File: config.mk
export PLATFORM = sky130hd
export DESIGN_NAME = control_jugada_spi
export DESIGN_NICKNAME = d
export VERILOG_FILES = /design/src/rtl/control_jugada_spi.sv
export SDC_FILE = /design/constraint.sdc
export NUM_CORES = 1
export LEC_CHECK = 0
export ABC_AREA = 1
export ABC_CLOCK_PERIOD_IN_PS = 1750
export CELL_PAD_IN_SITES_DETAIL_PLACEMENT = 1
export CELL_PAD_IN_SITES_GLOBAL_PLACEMENT = 2
export CORE_MARGIN = 2
export CORE_UTILIZATION = 30
export DETAILED_ROUTE_END_ITERATION = 6
export GPL_TIMING_DRIVEN = 0
export HOLD_SLACK_MARGIN = 0.1
export PLACE_DENSITY_LB_ADDON = 0.1
export SETUP_SLACK_MARGIN = 0.05
export SKIP_CTS_REPAIR_TIMING = 1
export SLEW_MARGIN = 25
export SYNTH_ARGS = -nofsm -noshare
export SYNTH_HDL_FRONTEND = slang
export SYNTH_SLANG_ARGS = --single-unit
export TNS_END_PERCENT = 5
File: constraint.sdc
create_clock -name clk -period 1.75 [get_ports clk]
set_input_delay 0.4375 -clock clk [delete_from_list [all_inputs] [get_ports clk]]
set_output_delay 0.4375 -clock clk [all_outputs]
set_load 0.1 [all_outputs]
File: src/rtl/control_jugada_spi.sv
// Remote-move receiver: oversamples a raw SPI link, assembles 8-bit frames,
// validates them and hands accepted moves to the game FSM via valid/ready.
module control_jugada_spi #(
   parameter logic [4:0]  HEADER         = 5'b10100,
   parameter int unsigned MAX_JUGADA     = 6,
   parameter int unsigned TIMEOUT_CYCLES = 50000000,
   parameter int unsigned SYNC_STAGES    = 2
) (
   input  logic       clk,
   input  logic       rst,
   input  logic       sck,
   input  logic       mosi,
   input  logic       ss,
   input  logic       turno_remoto,
   input  logic       jugada_ready,
   output logic [2:0] jugada,
   output logic       jugada_valid,
   output logic       error_pulse,
   output logic [2:0] error_code,
   output logic [7:0] error_cnt,
   output logic       ocupado
);
   typedef enum logic [1:0] {IDLE, RECIBIENDO, VALIDAR, ESPERA_SS} state_t;
   typedef enum logic [2:0] {
      ERR_NONE    = 3'd0,
      ERR_HEADER  = 3'd1,
      ERR_RANGE   = 3'd2,
      ERR_TURN    = 3'd3,
      ERR_ABORT   = 3'd4,
      ERR_TIMEOUT = 3'd5,
      ERR_OVERRUN = 3'd6
   } err_t;

   localparam int unsigned TW = (TIMEOUT_CYCLES > 2) ? $clog2(TIMEOUT_CYCLES) : 1;
   localparam logic [TW-1:0] TIMEOUT_LAST = TW'(TIMEOUT_CYCLES - 1);

   logic [SYNC_STAGES-1:0] sck_sync, mosi_sync, ss_sync;
   logic                   sck_prev, ss_prev;
   logic                   sck_s, mosi_s, ss_s;
   logic                   sck_rise, ss_fall, ss_rise;

   state_t        state, state_next;
   logic [7:0]    shift_reg, shift_next;
   logic [3:0]    bit_cnt, bit_cnt_next;
   logic [TW-1:0] timeout_cnt, timeout_next;
   logic          err_event, accept;
   err_t          err_next;

   // Presets match an idle bus so leaving reset never looks like an ss edge.
   always_ff @(posedge clk) begin
      if (rst) begin
         sck_sync  <= '0;
         mosi_sync <= '0;
         ss_sync   <= '1;
         sck_prev  <= 1'b0;
         ss_prev   <= 1'b1;
      end else begin
         sck_sync  <= {sck_sync[SYNC_STAGES-2:0], sck};
         mosi_sync <= {mosi_sync[SYNC_STAGES-2:0], mosi};
         ss_sync   <= {ss_sync[SYNC_STAGES-2:0], ss};
         sck_prev  <= sck_s;
         ss_prev   <= ss_s;
      end
   end

   assign sck_s    = sck_sync[SYNC_STAGES-1];
   assign mosi_s   = mosi_sync[SYNC_STAGES-1];
   assign ss_s     = ss_sync[SYNC_STAGES-1];
   assign sck_rise = sck_s & ~sck_prev;
   assign ss_fall  = ~ss_s & ss_prev;
   assign ss_rise  = ss_s & ~ss_prev;

   always_comb begin
      // NOTE: every output of this block gets a default first, so no path can infer a latch.
      state_next   = state;
      shift_next   = shift_reg;
      bit_cnt_next = bit_cnt;
      timeout_next = timeout_cnt;
      err_event    = 1'b0;
      err_next     = ERR_NONE;
      accept       = 1'b0;
      ocupado      = 1'b0;
      case (state)
         IDLE: begin
            if (ss_fall) begin
               state_next   = RECIBIENDO;
               bit_cnt_next = '0;
               timeout_next = '0;
            end
         end
         RECIBIENDO: begin
            ocupado = 1'b1;
            if (sck_rise) begin
               shift_next   = {shift_reg[6:0], mosi_s};
               bit_cnt_next = bit_cnt + 4'd1;
               timeout_next = '0;
            end else begin
               timeout_next = timeout_cnt + TW'(1);
            end
            // A bit landing together with ss_rise counts before the abort check.
            if (sck_rise && bit_cnt == 4'd7) begin
               state_next = VALIDAR;
            end else if (ss_rise) begin
               err_event  = 1'b1;
               err_next   = ERR_ABORT;
               state_next = IDLE;
            end else if (!sck_rise && timeout_cnt == TIMEOUT_LAST) begin
               err_event  = 1'b1;
               err_next   = ERR_TIMEOUT;
               state_next = ESPERA_SS;
            end
         end
         VALIDAR: begin
            if (shift_reg[7:3] != HEADER) begin
               err_event = 1'b1;
               err_next  = ERR_HEADER;
            end else if (32'(shift_reg[2:0]) > MAX_JUGADA) begin
               err_event = 1'b1;
               err_next  = ERR_RANGE;
            end else if (!turno_remoto) begin
               err_event = 1'b1;
               err_next  = ERR_TURN;
            end else if (jugada_valid && !jugada_ready) begin
               err_event = 1'b1;
               err_next  = ERR_OVERRUN;
            end else begin
               accept = 1'b1;
            end
            state_next = ss_s ? IDLE : ESPERA_SS;
         end
         ESPERA_SS: begin
            if (ss_rise) state_next = IDLE;
         end
         default: state_next = IDLE;
      endcase
   end

   always_ff @(posedge clk) begin
      if (rst) begin
         state        <= IDLE;
         shift_reg    <= '0;
         bit_cnt      <= '0;
         timeout_cnt  <= '0;
         jugada       <= '0;
         jugada_valid <= 1'b0;
         error_pulse  <= 1'b0;
         error_code   <= '0;
         error_cnt    <= '0;
      end else begin
         state       <= state_next;
         shift_reg   <= shift_next;
         bit_cnt     <= bit_cnt_next;
         timeout_cnt <= timeout_next;
         // A move accepted while the old one is being consumed replaces it.
         if (accept) begin
            jugada       <= shift_reg[2:0];
            jugada_valid <= 1'b1;
         end else if (jugada_valid && jugada_ready) begin
            jugada_valid <= 1'b0;
         end
         error_pulse <= err_event;
         if (err_event) begin
            error_code <= err_next;
            if (error_cnt != 8'hFF) error_cnt <= error_cnt + 8'd1;
         end
      end
   end
endmodule
==> flow_metrics.py <==
metrics = {
    "yosys": {
        "synth_warnings": 0,
        "syn_inst": 434,
        "yosysSeqAreaShare_pct": 41.0,
        "syn_area_per_cell_um2": 7.20,
        "synth_cell_type_count": 36,
        "synth_largest_area_cell": "dfxtp_1",
        "ys_seq_elements": 64,
        "synthTopCellsByArea": "dfxtp_1, nand2_1, a21oi_1",
        "synth_top_cell_area_share_pct": 41.0,
        "syn-num-nets": 449,
        "syn-cell-area_um2": 3120,
    },
    "clock_network": {
        "clk_latency_ns": 0.37,
        "cts_tree": "built",
        "root_buffer": "clkbuf_8",
        "cts_buffers": 9,
        "clockBufferDepth": 2,
        "numClockSinks": 64,
        "cts.reportedPaths.clkPinSlew_ns": 0.08,
        "h-tree-depth": 3,
    },
    "timing": {
        "timing.slew.headroom_pct": 56.3,
        "final_period_minus_worst_setup_slack_ns": 1.84,
        "hold_viol_final": 0,
        "finalCritPeriodShare_pct": 105,
        "fmax_ghz": 0.544,
        "drv_slew": 0,
        "fin_ws_ns": -0.0876,
        "tightestPinTransition_ns": 0.656,
        "rsz0062_at_grt": "true",
        "finalSetupViolations": 9,
        "finClkSkew_ns": 0.0115,
    },
    "critical_path": {
        "critical_path.endpoint_type": "flip-flop",
        "cp.arrival_ns": 2.13,
        "setup.worst_path.class": "reg2reg",
        "r2r_cells": 9,
        "critPathRequiredTime_ns": 2.05,
        "cp_max_fo": 7,
        "r2r_start": "state[0]",
        "startpoint_type": "flip-flop",
        "r2r_setup_slack_ns": -0.09,
        "r2r-end": "timeout_cnt[20]",
    },
    "drt": {
        "wl_mm": 8.76,
        "drc_errors": 0,
        "wl_per_cell_um": 14.1,
        "drt_iter0_drc": 54,
        "vias_per_cell": 4.72,
        "drtPass1Iterations": 4,
        "ant_nets": 0,
        "num_vias": 2924,
    },
    "final_layout": {
        "largest_reg_flops": 26,
        "final_common_cell": "nand2_1",
        "drive_gt1_share_pct": 21.9,
        "diodes": 0,
        "stdcell_count": 619,
        "nets": 493,
        "layout_common_cells": "nand2_1, dfxtp_1, inv_1",
        "syn2layout_area_growth_pct": 24.9,
    },
    "power": {
        "power.density_nw_per_um2": 1100,
        "swShare_pct": 36.7,
        "power_uw": 4300,
        "leakage_uw": 0.00155,
        "p_int_uw": 2720,
        "switchingPower_uw": 1580,
        "power_frac_clock_pct": 34.1,
        "p_seq_share_pct": 36.8,
        "ir_drop_mv": 0.350,
        "p_comb_share_pct": 29.1,
    },
    "global_route": {
        "first_global_vias": 2885,
        "grt_pass1_wl_mm": 14.4,
        "overflow": 0,
        "grt_max_degree": 13,
        "grtUsageTotal_pct": 16.5,
        "antenna_found_initial": 0,
    },
    "floorplan": {
        "die_h_um": 106,
        "start_util_pct": 30.5,
        "die_x_um": 106,
        "rows": 37,
        "coreArea_um2": 10200,
        "io-pin-count": 24,
        "dieArea_um2": 11200,
    },
    "worst_hold_path": {
        "hold_end": "sck_sync[1]",
        "hold_path_class": "reg2reg",
        "hp-start": "sck_sync[0]",
        "hold_depth": 2,
    },
    "status": {
        "violations": "negative setup slack",
        "outcome": "finished with violations",
    },
    "placed_design": {
        "portBuffers": 23,
        "dpl.hpwl_mm": 6.36,
        "gp_congestion": 0.745,
        "dpl.cell_count": 593,
    },
    "flow_run": {
        "maxCapViolCount": 0,
    },
}
-- area by class of cell --
| cell class | instances | area, µm² |
|---|---|---|
| Buffer | 8 | 46.3 |
| Clock buffer | 9 | 124 |
| Clock inverter | 7 | 95.1 |
| Fill cell | 1278 | 6330 |
| Inverter | 58 | 225 |
| Multi-Input combinational cell | 305 | 1710 |
| Sequential cell | 64 | 1310 |
| Tap cell | 136 | 170 |
| Timing Repair Buffer | 32 | 223 |
-- cells by family (layout without fill, tap and decap cells) --
group	Yosys count	count (layout)	synth area share, %
flops	64	64	41.0
xor+xnor	10	10	2.80
compound gates	68	68	11.6
fa+ha+maj	8	8	3.20
simple gates	218	219	33.2
buf+inv	66	114	8.13
-- layer usage --
| metal | wire length [µm] | global-route usage (%) | vias up |
|---|---|---|---|
| met5 | 0 | 0 | - |
| met3 | 208 | 2.76 | 14 |
| met2 | 4150 | 26.4 | 33 |
| met1 | 4220 | 21.6 | 1372 |
| met4 | 184 | 7.89 | 0 |
| li1 | - | - | 1505 |
-- power groups by stage --
stage / Sequential, µW / Combinational (µW) / Clock, µW
after floorplan: 1690 / 674 / 0
after global placement: 1600 / 1070 / 0
after detailed placement: 1600 / 1080 / 0
after CTS: 1570 / 1080 / 1500
after global routing: 1590 / 1370 / 1560
final: 1580 / 1250 / 1470
-- stage by stage --
step	TNS, ns	instance area, µm²	setup slack [ns]	hold WS [ns]	utilization, %
floorplan	0	3170	0.0733	0.388	-
global placement	-11.62	3570	-0.493	0.394	34.9
detailed placement	-12.65	3570	-0.497	0.402	34.9
CTS	-19.27	3780	-0.911	0.414	37.0
finish	-0.290	3900	-0.0876	0.409	38.2
global route	-3.63	3900	-0.201	0.432	38.2
-- worst max-delay path, stage by stage, from the launching register on --
cell and delay [ns]:
dfxtp_4 0.37, inv_1 0.11, ha_4 0.20, nand2_2 0.09, o21ai_4 0.10, buf_4 0.16, nor3_4 0.22, nand3b_1 0.16
or2_0 0.23, a21oi_1 0.11
-- worst max path at each step --
stage | startpoint | end | slack, ns | cells past startpoint
final | state[0] | timeout_cnt[20] | -0.09 | 9
after global routing | state[0] | timeout_cnt[24] | -0.20 | 11
after detailed placement | state[1] | ocupado | -0.50 | 3
after floorplan | state[0] | timeout_cnt[20] | 0.07 | 8
after CTS | state[1] | ocupado | -0.91 | 3
after global placement | state[1] | ocupado | -0.49 | 3
-- Yosys cell counts (all sizes together) --
master and number:
a211oi 4, a21oi 40, a31o 1, and3 1, buf 5, clkbuf 3
clkinv 2, dfxtp 64, ha 8, inv 56, nand2 89, nand3 32
nand3b 2, nand4 12, nor2 56, nor3 15, nor4 5, o21a 1
o21ai 21, o31ai 1, or2 6, xnor2 1, xor2 9
Power figures use the tool's default switching activity.
